--- config.mk ---
export PLATFORM = sky130hd
export DESIGN_NAME = mem_arbiter
export DESIGN_NICKNAME = d
export VERILOG_FILES = /design/src/rtl/simptel_pkg.sv /design/src/rtl/mem_arbiter_arb_pick.sv /design/src/rtl/mem_arbiter.sv
export SDC_FILE = /design/constraint.sdc
export NUM_CORES = 1
export LEC_CHECK = 0
export CORE_UTILIZATION = 35
export CTS_CLUSTER_SIZE = 28
export DETAILED_ROUTE_END_ITERATION = 8
export PLACE_DENSITY = 0.68
export SYNTH_ARGS = -nofsm -noshare
export SYNTH_HDL_FRONTEND = slang
export SYNTH_SLANG_ARGS = --single-unit
--- constraint.sdc ---
create_clock -name clk -period 5.5 [get_ports clk]
set_input_delay 1.375 -clock clk [delete_from_list [all_inputs] [get_ports clk]]
set_output_delay 1.375 -clock clk [all_outputs]
set_load 0.01 [all_outputs]
--- src/rtl/simptel_pkg.sv ---
// Shared types for the memory arbiter: FSM state, port owner encoding, bus width defaults.
// Latency: n/a (types and constants only).
// Backpressure: n/a.
package simptel_pkg;

    localparam int ADDR_W_DEF = 8;
    localparam int DATA_W_DEF = 32;

    typedef enum logic [1:0] {
        IDLE = 2'd0,
        BUSY = 2'd1,
        DONE = 2'd2
    } state_t;

    typedef enum logic {
        CPU = 1'b0,
        LDR = 1'b1
    } owner_t;

endpackage

--- src/rtl/mem_arbiter_arb_pick.sv ---
// Two-way winner select between the CPU and loader request lines.
// Latency: combinational.
// Backpressure: none; the loser simply keeps its request held until a later grant.
// Optional feature: MEM_ARB_ROUND_ROBIN_EN selects round-robin ties, otherwise CPU has fixed priority.
module arb_pick
    import simptel_pkg::*;
(
    input  logic   cpu_req,
    input  logic   ldr_req,
    input  owner_t last_served,
    output logic   any_req,
    output owner_t pick
);

`ifndef MEM_ARB_ROUND_ROBIN_EN
    // Fixed priority ignores the history flag.
    logic unused_last;
    assign unused_last = last_served;
`endif

    // Select the winner; a lone requester always wins, ties depend on the build.
    always_comb begin
        any_req = cpu_req | ldr_req;
        pick    = CPU;
        if (cpu_req && ldr_req) begin
`ifdef MEM_ARB_ROUND_ROBIN_EN
            pick = (last_served == CPU) ? LDR : CPU;
`else
            pick = CPU;
`endif
        end else if (ldr_req) begin
            pick = LDR;
        end
    end

endmodule

--- src/rtl/mem_arbiter.sv ---
// Arbitrates a CPU port and a program-loader port onto one fixed-latency memory.
// Latency: request sampled at edge N -> ack pulses in cycle N+MEM_LAT+1; mem_en high MEM_LAT cycles.
// Backpressure: one transaction in flight; requests are ignored in BUSY/DONE and the loser holds req.
// Optional feature: MEM_ARB_ROUND_ROBIN_EN (round-robin tie break; fixed CPU priority when undefined).
module mem_arbiter
    import simptel_pkg::*;
#(
    parameter int ADDR_W  = ADDR_W_DEF,
    parameter int DATA_W  = DATA_W_DEF,
    parameter int MEM_LAT = 1            // legal 1..7; 0 is not supported
) (
    input  logic              clk,
    input  logic              reset,
    input  logic              cpu_req,
    input  logic              cpu_we,
    input  logic [ADDR_W-1:0] cpu_addr,
    input  logic [DATA_W-1:0] cpu_wdata,
    output logic [DATA_W-1:0] cpu_rdata,
    output logic              cpu_ack,
    output logic              cpu_stall,
    input  logic              ldr_req,
    input  logic              ldr_we,
    input  logic [ADDR_W-1:0] ldr_addr,
    input  logic [DATA_W-1:0] ldr_wdata,
    output logic [DATA_W-1:0] ldr_rdata,
    output logic              ldr_ack,
    output logic              mem_en,
    output logic              mem_we,
    output logic [ADDR_W-1:0] mem_addr,
    output logic [DATA_W-1:0] mem_wdata,
    input  logic [DATA_W-1:0] mem_rdata
);

    state_t            state_q, state_d;
    owner_t            owner_q, owner_d;
    logic [2:0]        cnt_q, cnt_d;
    logic              we_q, we_d;
    logic [ADDR_W-1:0] addr_q, addr_d;
    logic [DATA_W-1:0] wdata_q, wdata_d;
    logic [DATA_W-1:0] cpu_rdata_q, cpu_rdata_d;
    logic [DATA_W-1:0] ldr_rdata_q, ldr_rdata_d;
    owner_t            last_q, last_d;
    logic              any_req;
    owner_t            pick;

`ifdef MEM_ARB_ROUND_ROBIN_EN
    // Remember who was granted last so the next tie goes the other way.
    always_ff @(posedge clk or posedge reset) begin
        if (reset) last_q <= LDR;
        else       last_q <= last_d;
    end
`else
    // No history is kept under fixed priority.
    always_comb last_q = LDR;
`endif

    arb_pick u_pick (
        .cpu_req     (cpu_req),
        .ldr_req     (ldr_req),
        .last_served (last_q),
        .any_req     (any_req),
        .pick        (pick)
    );

    // Grant, count down the memory access, capture read data, then one DONE cycle for the ack.
    always_comb begin
        state_d     = state_q;
        owner_d     = owner_q;
        cnt_d       = cnt_q;
        we_d        = we_q;
        addr_d      = addr_q;
        wdata_d     = wdata_q;
        cpu_rdata_d = cpu_rdata_q;
        ldr_rdata_d = ldr_rdata_q;
        last_d      = last_q;
        case (state_q)
            IDLE: begin
                if (any_req) begin
                    owner_d = pick;
                    last_d  = pick;
                    state_d = BUSY;
                    cnt_d   = 3'(MEM_LAT - 1);
                    if (pick == CPU) begin
                        we_d    = cpu_we;
                        addr_d  = cpu_addr;
                        wdata_d = cpu_wdata;
                    end else begin
                        we_d    = ldr_we;
                        addr_d  = ldr_addr;
                        wdata_d = ldr_wdata;
                    end
                end
            end
            BUSY: begin
                if (cnt_q == 3'd0) begin
                    state_d = DONE;
                    if (!we_q) begin
                        if (owner_q == CPU) cpu_rdata_d = mem_rdata;
                        else                ldr_rdata_d = mem_rdata;
                    end
                end else begin
                    cnt_d = cnt_q - 3'd1;
                end
            end
            DONE:    state_d = IDLE;
            default: state_d = IDLE;
        endcase
    end

    // State and datapath registers; reset drops any in-flight transaction.
    always_ff @(posedge clk or posedge reset) begin
        if (reset) begin
            state_q     <= IDLE;
            owner_q     <= CPU;
            cnt_q       <= 3'd0;
            we_q        <= 1'b0;
            addr_q      <= '0;
            wdata_q     <= '0;
            cpu_rdata_q <= '0;
            ldr_rdata_q <= '0;
        end else begin
            state_q     <= state_d;
            owner_q     <= owner_d;
            cnt_q       <= cnt_d;
            we_q        <= we_d;
            addr_q      <= addr_d;
            wdata_q     <= wdata_d;
            cpu_rdata_q <= cpu_rdata_d;
            ldr_rdata_q <= ldr_rdata_d;
        end
    end

    // Memory is only enabled in BUSY; address/data keep the last latched values otherwise.
    always_comb begin
        mem_en    = (state_q == BUSY);
        mem_we    = (state_q == BUSY) && we_q;
        mem_addr  = addr_q;
        mem_wdata = wdata_q;
        cpu_ack   = (state_q == DONE) && (owner_q == CPU);
        ldr_ack   = (state_q == DONE) && (owner_q == LDR);
        cpu_stall = cpu_req && !cpu_ack;
        cpu_rdata = cpu_rdata_q;
        ldr_rdata = ldr_rdata_q;
    end

endmodule
==> flow_results.xml <==
<?xml version="1.0" encoding="UTF-8"?>
<metrics>
  <group name="detailed_routing">
    <metric name="route.vias.total" unit="">3304</metric>
    <metric name="drt-vias-per-instance" unit="">4.667</metric>
    <metric name="detail_route.iter0.violations" unit="">75</metric>
    <metric name="post-route-drc-count" unit="">0</metric>
    <metric name="route.detailed.wl_per_inst" unit="um">15.81</metric>
    <metric name="route.antenna.remaining_nets" unit="">0</metric>
    <metric name="routed_wirelength" unit="mm">11.20</metric>
    <metric name="dr.pass1.iters" unit="">4</metric>
  </group>
  <group name="grt">
    <metric name="grt_first_pass_wirelength" unit="mm">18.40</metric>
    <metric name="grt_use_total" unit="%">16.94</metric>
    <metric name="final_global_route_overflow_total" unit="">0</metric>
    <metric name="grt_antenna_before_repair" unit="">0</metric>
    <metric name="grt_pass1_vias" unit="">3568</metric>
    <metric name="grt_start_max_net_pins" unit="">71</metric>
  </group>
  <group name="worst_setup_path">
    <metric name="worstSetupEndpointType" unit="">primary output</metric>
    <metric name="critical_path_class" unit="">primary input to primary output</metric>
    <metric name="worstSetupStartpointType" unit="">primary input</metric>
    <metric name="worstPathRequired" unit="ps">4120</metric>
    <metric name="critical_path_arrival" unit="ps">2670</metric>
    <metric name="timing.critical_path.fanout_max" unit="">5</metric>
  </group>
  <group name="yosys">
    <metric name="post_synth.cell_area_avg" unit="sq um">15.53</metric>
    <metric name="postSynthNetCount" unit="">423</metric>
    <metric name="synth.distinct_cells" unit="">24</metric>
    <metric name="netlist_instances" unit="">303</metric>
    <metric name="synthesis.area" unit="sq mm">0.004707</metric>
    <metric name="synth.ff_latch_count" unit="">111</metric>
    <metric name="yosys_warnings" unit="">0</metric>
    <metric name="ys_seq_area_share" unit="%">59.01</metric>
  </group>
  <group name="placement">
    <metric name="post-dp-hpwl" unit="mm">8.283</metric>
    <metric name="dp_worst_setup_slack" unit="ps">1470</metric>
    <metric name="final_wtd_congestion" unit="">0.7310</metric>
    <metric name="place.port_buffers" unit="">226</metric>
  </group>
  <group name="floorplanning">
    <metric name="initial_core_util" unit="%">35.69</metric>
    <metric name="dieArea" unit="sq mm">0.01392</metric>
    <metric name="io_pins" unit="">227</metric>
    <metric name="placement_rows" unit="">42</metric>
    <metric name="height_of_the_die" unit="um">118.0</metric>
    <metric name="design.core.area" unit="sq mm">0.01319</metric>
    <metric name="die_w" unit="um">118.0</metric>
  </group>
  <group name="clocking">
    <metric name="clkTransAtPathRegs" unit="ps">70</metric>
    <metric name="cts_root_buf" unit="">sky130_fd_sc_hd__clkbuf_16</metric>
    <metric name="tritoncts_clock_tree" unit="">built</metric>
    <metric name="cts_inserted_buffers" unit="">9</metric>
    <metric name="clock_path_buffers" unit="">2</metric>
    <metric name="clk-insertion-delay-late" unit="ps">350</metric>
    <metric name="post_cts_hold_buffer_count" unit="">0</metric>
    <metric name="cts.repair.resized" unit="">0</metric>
    <metric name="tritoncts_num_sinks" unit="">111</metric>
    <metric name="post_cts_setup_buffers" unit="">0</metric>
    <metric name="clock_tree.htree_level_count" unit="">3</metric>
  </group>
  <group name="pwr">
    <metric name="ir_drop" unit="V">0.0002404</metric>
    <metric name="cellPowerDensity" unit="mW/mm^2">519.3</metric>
    <metric name="overall_power_consumption" unit="mW">3.859</metric>
    <metric name="total_leakage_power" unit="nW">3.018</metric>
  </group>
  <group name="timing">
    <metric name="final_min_period_over_clock_period" unit="%">73.59</metric>
    <metric name="holdWs" unit="ps">487.0</metric>
    <metric name="skew" unit="ps">8.110</metric>
    <metric name="hold_viol_final" unit="">0</metric>
    <metric name="period_minus_slack" unit="ps">4048</metric>
    <metric name="worst_slew_slack_as_a_fraction_of_its_limit" unit="%">25.40</metric>
    <metric name="timing.final.max_slew_violations" unit="">0</metric>
    <metric name="timing.final.ws_setup" unit="ps">1452</metric>
    <metric name="setup_tns" unit="ps">0</metric>
    <metric name="achievable-frequency" unit="MHz">247.1</metric>
    <metric name="worst_slew_pin_slew" unit="ps">1117</metric>
    <metric name="setup-violations-final" unit="">0</metric>
    <metric name="unrepaired_setup_endpoints_after_global_routing" unit="">false</metric>
  </group>
  <group name="min_path">
    <metric name="hold_path.class" unit="">register to register</metric>
  </group>
  <group name="final_layout">
    <metric name="sequential_cell_area" unit="sq mm">0.002778</metric>
    <metric name="multi_input_comb_area" unit="sq mm">0.001837</metric>
    <metric name="post_route_cells_drive_above_1_share" unit="%">20.68</metric>
    <metric name="nFillCells" unit="">1117</metric>
    <metric name="diodes" unit="">0</metric>
    <metric name="layout.cells.most_common_list" unit="">226 x sky130_fd_sc_hd__clkdlybuf4s50_1, 111 x sky130_fd_sc_hd__dfrtp_1, 86 x sky130_fd_sc_hd__mux2_2, 60 x sky130_fd_sc_hd__mux2_1, 9 x sky130_fd_sc_hd__clkbuf_16</metric>
    <metric name="most_common_cell_after_layout_fill_and_taps_aside" unit="">sky130_fd_sc_hd__clkdlybuf4s50_1</metric>
    <metric name="layout-area-overhead-vs-synth" unit="%">57.87</metric>
    <metric name="final_net_count" unit="">647</metric>
  </group>
  <group name="outcome">
    <metric name="run_status" unit="">complete, no violations</metric>
  </group>
  <group name="run">
    <metric name="max_cap_viol_count" unit="">0</metric>
  </group>
</metrics>
[final cells by class]
type | count | area share (%)
Sequential cell | 111 | 37.38
Timing Repair Buffer | 230 | 30.85
Multi-Input combinational cell | 171 | 24.72
Clock buffer | 9 | 3.031
Tap cell | 176 | 2.963
Clock inverter | 7 | 0.8251
Inverter | 4 | 0.2357
[worst max-delay path: stages]
cell and delay, ps:
sky130_fd_sc_hd__clkdlybuf4s50_1 590, sky130_fd_sc_hd__nor2b_1 170, sky130_fd_sc_hd__clkdlybuf4s50_1 550
[sequential cells by signal, summed over array words and instances, names as in the netlist]
signal     count
ldr_rdata     32
owner_q        1
cnt_q          3
mem_addr       8
we_q           1
state_q        2
mem_wdata     32
cpu_rdata     32
[routing by layer]
| metal | up-vias | GRT usage (%) | wire (um) |
|---|---|---|---|
| li1 | 1525 | - | - |
| met1 | 1644 | 20.47 | 4689 |
| met2 | 122 | 28.82 | 5703 |
| met3 | 13 | 4.506 | 637 |
| met4 | 0 | 6.330 | 167 |
| met5 | - | 0 | 0 |
[power breakdown]
group / leakage [nW] / internal, mW / switching [mW]
combinational: 1.57 / 1.13 / 0.665
sequential: 1.31 / 1.23 / 0.214
clock: 0.140 / 0.317 / 0.311
[per-stage QoR]
step	utilization [%]	cells	cell area [sq um]
2_1_floorplan	-	303	4707
3_3_place_gp	54.16	692	7144
3_5_place_dp	54.16	692	7144
4_1_cts	56.34	708	7431
5_1_grt	56.34	708	7431
6_report	56.34	708	7431
[cell families after synthesis]
logic type               after synthesis  synth area share, %
AND/OR/NAND/NOR                       16                2.312
adder cells (fa/ha/maj)                2               0.5315
flip-flops                           111                59.01
buffers and inverters                 21                2.233
AO/OA/AOI/OAI                          7               0.9834
multiplexers                         146                34.93
[cell usage after synthesis]
cell type / n / share of area (%)
sky130_fd_sc_hd__o311ai_0: 1 / 0.19
sky130_fd_sc_hd__nand2_1: 1 / 0.080
sky130_fd_sc_hd__nor2b_1: 2 / 0.27
sky130_fd_sc_hd__nor2b_4: 1 / 0.29
sky130_fd_sc_hd__nor3_1: 1 / 0.11
sky130_fd_sc_hd__and3b_1: 1 / 0.19
sky130_fd_sc_hd__nor2_1: 4 / 0.32
sky130_fd_sc_hd__o21ai_0: 1 / 0.11
sky130_fd_sc_hd__inv_1: 4 / 0.32
sky130_fd_sc_hd__nor3b_1: 1 / 0.16
sky130_fd_sc_hd__a31o_1: 2 / 0.37
sky130_fd_sc_hd__and4bb_1: 1 / 0.27
sky130_fd_sc_hd__nand4b_1: 1 / 0.19
sky130_fd_sc_hd__buf_2: 12 / 1.3
sky130_fd_sc_hd__o21ai_1: 1 / 0.11
sky130_fd_sc_hd__clkbuf_1: 2 / 0.16
sky130_fd_sc_hd__dfrtp_1: 111 / 59
sky130_fd_sc_hd__a21oi_1: 2 / 0.21
sky130_fd_sc_hd__or3b_1: 1 / 0.19
sky130_fd_sc_hd__buf_4: 3 / 0.48
sky130_fd_sc_hd__and2_1: 2 / 0.27
sky130_fd_sc_hd__mux2_1: 60 / 14
sky130_fd_sc_hd__mux2_2: 86 / 21
sky130_fd_sc_hd__ha_1: 2 / 0.53
[path summary, 6_finish.rpt]
path,from,endpoint,slack (ps),cells past startpoint
max reg2reg,state_q[1],mem_wdata[8],3520,3
min in group asynchronous,reset,mem_wdata[25],1560,2
max in group asynchronous,reset,cpu_rdata[19],2860,3
min,cpu_rdata[15],cpu_rdata[15],490,1
min reg2reg,cpu_rdata[15],cpu_rdata[15],490,1
max,cpu_req,cpu_stall,1450,3
Note: power is estimated with default switching activity, not from simulation.
